**config.mk**
```make
export PLATFORM = sky130hd
export DESIGN_NAME = pow2_scale_stage
export DESIGN_NICKNAME = d
export VERILOG_FILES = /design/src/rtl/fft_fp_pkg.sv /design/src/rtl/fp_pow2_scale.sv /design/src/rtl/pow2_scale_stage.sv
export SDC_FILE = /design/constraint.sdc
export NUM_CORES = 1
export LEC_CHECK = 0
export CAP_MARGIN = 10
export CORE_AREA = 2 2 110 112
export CTS_CLUSTER_DIAMETER = 120
export DETAILED_ROUTE_END_ITERATION = 10
export DIE_AREA = 0 0 112 114
export PLACE_DENSITY = 0.78
export SLEW_MARGIN = 0
export SYNTH_ARGS = -nofsm -noshare
export SYNTH_HDL_FRONTEND = slang
export SYNTH_SLANG_ARGS = --single-unit
```
**constraint.sdc**
```tcl
create_clock -name clk -period 2.2 [get_ports clk]
set_input_delay 0.66 -clock clk [delete_from_list [all_inputs] [get_ports clk]]
set_output_delay 0.66 -clock clk [all_outputs]
set_load 0.01 [all_outputs]
```
**src/rtl/fft_fp_pkg.sv**
```systemverilog
// Shared definitions for the FFT floating-point datapath.
//
// Holds the IEEE-754 single-precision field layout, the reserved
// all-ones exponent, the default scaling parameters, and the class
// enumeration used to steer the power-of-two scaling logic. The
// classify() helper maps a raw exponent to its handling class for a
// given shift amount.
package fft_fp_pkg;

    localparam int SIGN_BIT  = 31;
    localparam int EXP_MSB   = 30;
    localparam int EXP_LSB   = 23;
    localparam int EXP_W     = 8;
    localparam int MANT_W    = 23;

    localparam logic [EXP_W-1:0] EXP_INF = 8'd255;

    localparam int DEFAULT_SHIFT     = 6;
    localparam int DEFAULT_FRAME_LEN = 125;

    typedef enum logic [1:0] {
        ZERO,
        NORMAL,
        UFLOW,
        SPECIAL
    } fp_class_t;

    // Exponents 1..shift fall below the smallest normal after scaling,
    // so they are flushed rather than turned into denormals.
    function automatic fp_class_t classify(input logic [EXP_W-1:0] exp_field,
                                           input logic [EXP_W-1:0] shift);
        fp_class_t cls;
        if (exp_field == EXP_INF) begin
            cls = SPECIAL;
        end else if (exp_field == '0) begin
            cls = ZERO;
        end else if (exp_field <= shift) begin
            cls = UFLOW;
        end else begin
            cls = NORMAL;
        end
        return cls;
    endfunction

endpackage

```
**src/rtl/fp_pow2_scale.sv**
```systemverilog
// Combinational divide-by-2^SHIFT for one IEEE-754 single component.
//
// Ports:
//   word   - raw 32-bit input component
//   cls    - precomputed class of word (from fft_fp_pkg::classify)
//   scaled - scaled 32-bit component
//   uflow  - high when a normal value was flushed to signed zero
module fp_pow2_scale
    import fft_fp_pkg::*;
#(
    parameter int SHIFT = DEFAULT_SHIFT
) (
    input  logic [31:0] word,
    input  fp_class_t   cls,
    output logic [31:0] scaled,
    output logic        uflow
);

    localparam logic [EXP_W-1:0] SHIFT_E = EXP_W'(SHIFT);

    // Sign is preserved in every class; only NORMAL touches the exponent,
    // and the class guarantees the subtraction cannot wrap.
    always_comb begin
        scaled = word;
        uflow  = 1'b0;
        case (cls)
            ZERO: begin
                scaled = {word[SIGN_BIT], 31'b0};
            end
            UFLOW: begin
                scaled = {word[SIGN_BIT], 31'b0};
                uflow  = 1'b1;
            end
            NORMAL: begin
                scaled = {word[SIGN_BIT],
                          word[EXP_MSB:EXP_LSB] - SHIFT_E,
                          word[MANT_W-1:0]};
            end
            default: begin
                scaled = word;
            end
        endcase
    end

endmodule

```
**src/rtl/pow2_scale_stage.sv**
```systemverilog
// Two-stage pipelined power-of-two scaler for complex FFT samples.
//
// Each accepted complex sample is divided by 2^SHIFT per component.
// Samples are tagged with the last-of-frame marker, and the last sample
// of each frame reports whether any component in that frame underflowed.
//
// Ports:
//   clk, rst_n          - clock and synchronous active-low reset
//   in_valid, in_ready  - input handshake
//   a_re, a_img         - input real/imaginary components (IEEE-754)
//   out_valid, out_ready- output handshake
//   a1_re, a1_img       - scaled real/imaginary components
//   out_last            - sample is last of its frame
//   frame_uflow         - with out_last: frame saw an underflow flush
module pow2_scale_stage
    import fft_fp_pkg::*;
#(
    parameter int SHIFT     = DEFAULT_SHIFT,
    parameter int FRAME_LEN = DEFAULT_FRAME_LEN
) (
    input  logic        clk,
    input  logic        rst_n,
    input  logic        in_valid,
    output logic        in_ready,
    input  logic [31:0] a_re,
    input  logic [31:0] a_img,
    output logic        out_valid,
    input  logic        out_ready,
    output logic [31:0] a1_re,
    output logic [31:0] a1_img,
    output logic        out_last,
    output logic        frame_uflow
);

    localparam int CNT_W = (FRAME_LEN > 1) ? $clog2(FRAME_LEN) : 1;
    localparam logic [CNT_W-1:0] LAST_IDX = CNT_W'(FRAME_LEN - 1);
    localparam logic [EXP_W-1:0] SHIFT_E  = EXP_W'(SHIFT);

    logic             advance;
    logic             accept;
    logic [CNT_W-1:0] frame_cnt;
    logic             sticky;

    logic             s1_valid;
    logic             s1_last;
    logic [31:0]      s1_re;
    logic [31:0]      s1_img;
    fp_class_t        s1_re_cls;
    fp_class_t        s1_img_cls;

    logic [31:0]      scaled_re;
    logic [31:0]      scaled_img;
    logic             uflow_re;
    logic             uflow_img;
    logic             s1_uflow;

    // Whole pipeline stalls together when the output is held.
    assign advance  = !out_valid || out_ready;
    assign in_ready = rst_n && advance;
    assign accept   = in_valid && in_ready;

    fp_pow2_scale #(.SHIFT(SHIFT)) u_scale_re (
        .word   (s1_re),
        .cls    (s1_re_cls),
        .scaled (scaled_re),
        .uflow  (uflow_re)
    );

    fp_pow2_scale #(.SHIFT(SHIFT)) u_scale_img (
        .word   (s1_img),
        .cls    (s1_img_cls),
        .scaled (scaled_img),
        .uflow  (uflow_img)
    );

    assign s1_uflow = uflow_re || uflow_img;

    // Index of the next accepted sample within its frame.
    always_ff @(posedge clk) begin
        if (!rst_n) begin
            frame_cnt <= '0;
        end else if (accept) begin
            frame_cnt <= (frame_cnt == LAST_IDX) ? '0 : frame_cnt + 1'b1;
        end
    end

    // Stage 1: capture raw words, their classes and the last-of-frame tag.
    always_ff @(posedge clk) begin
        if (!rst_n) begin
            s1_valid   <= 1'b0;
            s1_last    <= 1'b0;
            s1_re      <= '0;
            s1_img     <= '0;
            s1_re_cls  <= ZERO;
            s1_img_cls <= ZERO;
        end else if (advance) begin
            s1_valid <= accept;
            if (accept) begin
                s1_last    <= (frame_cnt == LAST_IDX);
                s1_re      <= a_re;
                s1_img     <= a_img;
                s1_re_cls  <= classify(a_re[EXP_MSB:EXP_LSB], SHIFT_E);
                s1_img_cls <= classify(a_img[EXP_MSB:EXP_LSB], SHIFT_E);
            end
        end
    end

    // Stage 2: register the scaled words. The frame sticky is folded in as
    // each sample enters this stage; it restarts once the last sample of a
    // frame has been loaded, so the following frame's first sample can set
    // it again on the same edge the last sample is transferred out.
    always_ff @(posedge clk) begin
        if (!rst_n) begin
            out_valid   <= 1'b0;
            out_last    <= 1'b0;
            frame_uflow <= 1'b0;
            a1_re       <= '0;
            a1_img      <= '0;
            sticky      <= 1'b0;
        end else if (advance) begin
            out_valid <= s1_valid;
            if (s1_valid) begin
                a1_re       <= scaled_re;
                a1_img      <= scaled_img;
                out_last    <= s1_last;
                frame_uflow <= s1_last && (sticky || s1_uflow);
                sticky      <= s1_last ? 1'b0 : (sticky || s1_uflow);
            end
        end
    end

endmodule
```
# Word level (Yosys, flattened, before mapping)
# Index checks and enable logic that the tools add are counted.
[totals]
output_inout_bits = 68
reg_bits = 145
word_cells = 52
[op_classes]
n_reduce_logical = 15
n_eq_ne = 7
n_addsub = 3
n_lt_le_gt_ge = 2
muxes = 12
[op_table]
columns = ["operator", "n"]
rows = [
  ["one-hot mux 31 bit (2 select lines)", 2],
  ["equality test 8 bit (second input constant)", 2],
  ["<= comparator 8 x 3 -> 1 bit (second input constant)", 2],
  ["logical NOT 8 bit", 2],
  ["subtractor 8 x 3 -> 8 bit (second input constant)", 2],
  ["two-way mux 2 bit", 6],
  ["adder 7 x 1 -> 7 bit (second input constant)", 1],
  ["equality test 7 bit (second input constant)", 1],
  ["two-way mux 7 bit", 1],
  ["equality test 2 x 1 -> 1 bit (second input constant)", 2],
  ["equality test 2 bit (second input constant)", 2],
  ["logical NOT 2 bit", 2],
  ["AND reduction 2 bit", 2],
  ["OR reduction 2 bit", 2],
  ["logical AND 1 bit", 3],
  ["logical OR 1 bit", 3],
  ["two-way mux 1 bit", 3],
  ["logical NOT 1 bit", 1],
]

# Logic depth before layout (Yosys ltp)
[depth]
depth_word = 5
mapped_depth = 8
mapped_depth_nobuf = 6

# By module
# A second synthesis with hierarchy kept.
[unflattened]
cells_unflattened = 789
hier_area_um2 = 6253.5
[by_module_without_submodules]
columns = ["mod", "cells_per_inst", "instances", "area_each_um2"]
rows = [
  ["pow2_scale_stage", 683, 1, 5560.3],
  ["fp_pow2_scale", 53, 2, 346.6],
]

# Worst setup path before layout
# No wires, ideal clock.
[synth_path]
kind = "input-to-output"
from = "input rst_n"
to = "output in_ready"
slack_ns = -0.021
required_ns = 1.540
arrival_time_ns = 1.561
stages = 4
path_buffers = 3
path_cell_list = "buf_2 -> clkbuf_1 -> clkbuf_1 -> and2_1"
[synth_via]
elab_chain_cells = 1
[synth_rtl]
columns = ["element", "line", "rtl"]
rows = [
  ["start: declaration", "pow2_scale_stage.sv:22", "input logic rst_n,"],
  ["logical AND 1 bit", "pow2_scale_stage.sv:59", "assign in_ready = rst_n && advance;"],
  ["end: declaration", "pow2_scale_stage.sv:24", "output logic in_ready,"],
]
# No other way between the ends.

# Final worst setup path
[layout_path]
from = "input out_ready"
to = "output in_ready"
[layout_via]
elab_chain_cells = 2
[layout_rtl]
columns = ["element", "line", "rtl"]
rows = [
  ["start: declaration", "pow2_scale_stage.sv:28", "input logic out_ready,"],
  ["logical OR 1 bit", "pow2_scale_stage.sv:58", "assign advance = !out_valid || out_ready;"],
  ["logical AND 1 bit", "pow2_scale_stage.sv:59", ""],
]
# No other way between the ends.

==> flow_metrics.env <==
export IMPL_synth_fp_nets=764
export IMPL_syn_inst=692
export IMPL_cts_buffer_depth=2
export IMPL_r2r_cells=3
export IMPL_via_per_inst=5.35
export IMPL_antenna_found_initial=0
export IMPL_synthTopCellsByArea="dfxtp_1 (51%), nand2_1 (13%), nand3_1 (11%), a21boi_0 (7.3%), xnor2_1 (2.4%)"
export IMPL_fillers=943
export IMPL_final_cell_mix="nand2_1 (196), dfxtp_1 (145), clkdlybuf4s50_1 (133)"
export IMPL_p_leak_uw=0.00304
export IMPL_core_area_sq_um=11700
export IMPL_synth_seq_area_share_pct=50.7
export IMPL_period_share_pct=98.5
export IMPL_drive_gt1_share_pct=9.13
export IMPL_synthesis_area_sq_um=5720
export IMPL_yosysTopAreaCell="dfxtp_1"
export IMPL_maxSlewHeadroom_pct=53.0
export IMPL_powerDensity_nw_per_um2=819
export IMPL_maxSlewViolCount=0
export IMPL_path_max_fanout=2
export IMPL_area_delta_synth_final_pct=39.0
export IMPL_routed_wl_mm=14.5
export IMPL_route_detailed_drc=0
export IMPL_fin_skew_ns=0.00578
export IMPL_clkTransAtPathRegs_ns=0.05
export IMPL_grt_overflow=0
export IMPL_tightest_slew_ns=0.704
export IMPL_swShare_pct=22.3
export IMPL_layout_min_cycle_time_ns=2.17
export IMPL_rows=40
export IMPL_dpl_instance_area_sq_um=7320
export IMPL_synthDominantCellAreaShare_pct=50.7
export IMPL_comb_power_share_pct=10.0
export IMPL_drt_first_pass_iters=5
export IMPL_dp_hpwl_mm=9.88
export IMPL_power_uw=6510
export IMPL_ys_types=39
export IMPL_run_status="completed"
export IMPL_nNetsFinal=892
export IMPL_criticalPathCategory="in2out"
export IMPL_crit_path_start_kind="input port"
export IMPL_hold_class="reg2reg"
export IMPL_pre_cts_ws_ns=-0.370
export IMPL_cts_buffers=17
export IMPL_rsz0062_at_grt="no"
export IMPL_cts_setup_buffers=0
export IMPL_die_w_um=112
export IMPL_drv_cap=0
export IMPL_cts_sinks=145
export IMPL_vias=5239
export IMPL_cts_max_level=4
export IMPL_worstPathRequired_ns=1.54
export IMPL_hold_path_cell_count=2
export IMPL_routabilityCongestion=0.831
export IMPL_p_switching_uw=1450
export IMPL_synth_seq_cells=145
export IMPL_grt_pass1_vias=5035
export IMPL_cp_arrival_ns=1.51
export IMPL_end_kind="output pin"
export IMPL_seq_power_share_pct=43.7
export IMPL_reg2reg_setup_slack_ns=0.65
export IMPL_layout_setup_ws_ns=0.0339
export IMPL_root_buffer="clkbuf_16"
export IMPL_initial_core_util_pct=48.8
export IMPL_antenna_cells=0
export IMPL_finalInstanceArea_sq_um=7950
export IMPL_clockPowerShare_pct=46.3
export IMPL_synth_area_per_cell_sq_um=8.27
export IMPL_max_freq_mhz=462
export IMPL_ios=136
export IMPL_ir_drop_mv=0.716
export IMPL_die_area_sq_um=12800
export IMPL_finalHoldViolations=0
export IMPL_setup_violations=0
export IMPL_track_usage_pct=22.9
export IMPL_intPower_uw=5050
export IMPL_numPortBuffers=135
export IMPL_wl_per_cell_um=14.8
export IMPL_insertion_delay_ns=0.40
export IMPL_cts_tree="done"
export IMPL_ys_warn_count=0
export IMPL_grt_start_max_net_pins=142
export IMPL_first_iter_violations=493
export IMPL_final_common_cell="nand2_1"
export IMPL_fp_dieH_um=114
export IMPL_postRouteAntennaNets=0
export IMPL_grt_pass1_wl_mm=23.9
[power by group through the flow]
stage	clock network, uW	logic, uW	registers, uW
6_report	3020	648	2840
5_1_grt	3180	710	2860
4_1_cts	3050	649	2840
3_5_place_dp	0	644	2900
3_3_place_gp	0	630	2890
2_1_floorplan	0	340	2870
[layout make-up]
cell class	count	area [sq um]	share of cell area [%]
clock buffer	21	470	5.92
clock inverter	10	158	1.98
inverter	5	18.8	0.236
multi-input combinational	488	2560	32.3
sequential	145	2900	36.5
tap	147	184	2.31
timing repair buffer	163	1650	20.8
[worst max-delay path, cell delays in order]
cell and delay, ns:
clkdlybuf4s50_1 0.42, nand2b_4 0.15, and2_1 0.15, buf_2 0.13
[stage by stage]
step	utilization (%)	cells	setup TNS (ns)	hold WS (ns)
finish	67.9	979	0	0.456
global route	67.9	979	0	0.476
CTS	67.8	979	0	0.456
detailed placement	62.5	948	-0.654	0.446
global placement	62.5	948	-0.429	0.441
floorplan	-	692	0	0.434
[routing by layer]
metal | global-route usage, % | wire length [um] | share of wire (%)
met1 | 29.8 | 6470 | 45
met2 | 38.1 | 7060 | 49
met3 | 5.15 | 767 | 5.3
met4 | 7.64 | 181 | 1.2
met5 | 0 | 0 | 0
[flip-flops by register name, summed over array words and instances (netlist names), 2 cells and up]
name	count
frame_cnt	7
a1_img	32
s1_re_cls	2
s1_img	32
a1_re	32
s1_re	32
s1_img_cls	2
[repair_timing]
action,in CTS,in global routing
gates resized for setup,4,1
endpoints found under the hold margin,0,0
setup endpoints to repair,1,1
hold buffers,0,0
[logic make-up after synthesis]
family                   Yosys count  share of synthesized area [%]
AND/OR/NAND/NOR                  367                           28.7
flip-flops                       145                           50.7
AO/OA/AOI/OAI                     97                           11.8
buffers and inverters             59                           4.79
XOR/XNOR                          18                           2.76
adder cells (fa/ha/maj)            4                          0.875
multiplexers                       2                          0.394
[worst paths after layout]
path                                    from          to
worst max register to register  s1_re_cls[0]    a1_re[8]
worst min-delay path              s1_img[22]  s1_img[22]
worst min register to register    s1_img[22]  s1_img[22]
worst max-delay path               out_ready    in_ready
[cell usage after synthesis]
cell and instances:
buf_4 3, o21ai_1 3, a211o_2 2, a21oi_1 4, buf_2 21, buf_1 4, a21boi_1 1, a22oi_1 6
nor2_2 1, o21a_1 1, nand2b_1 1, buf_6 2, o22ai_1 1, nor2_1 16, o21ai_0 17, nand2_1 197
o211ai_1 3, xor2_1 2, a211oi_1 1, nor3_1 4, nand4_1 2, ha_1 4, or4_1 2, or4_4 2
and3_1 2, nand3_1 123, nor4_1 3, and2_1 3, nor2b_1 7, nor3_4 2, a31o_2 2, mux2_2 2
xnor2_1 16, inv_1 5, nor4b_1 1, clkbuf_1 24, a21boi_0 56, dfxtp_1 145, or2_2 1
Note: power is estimated with default switching activity, not from simulation.
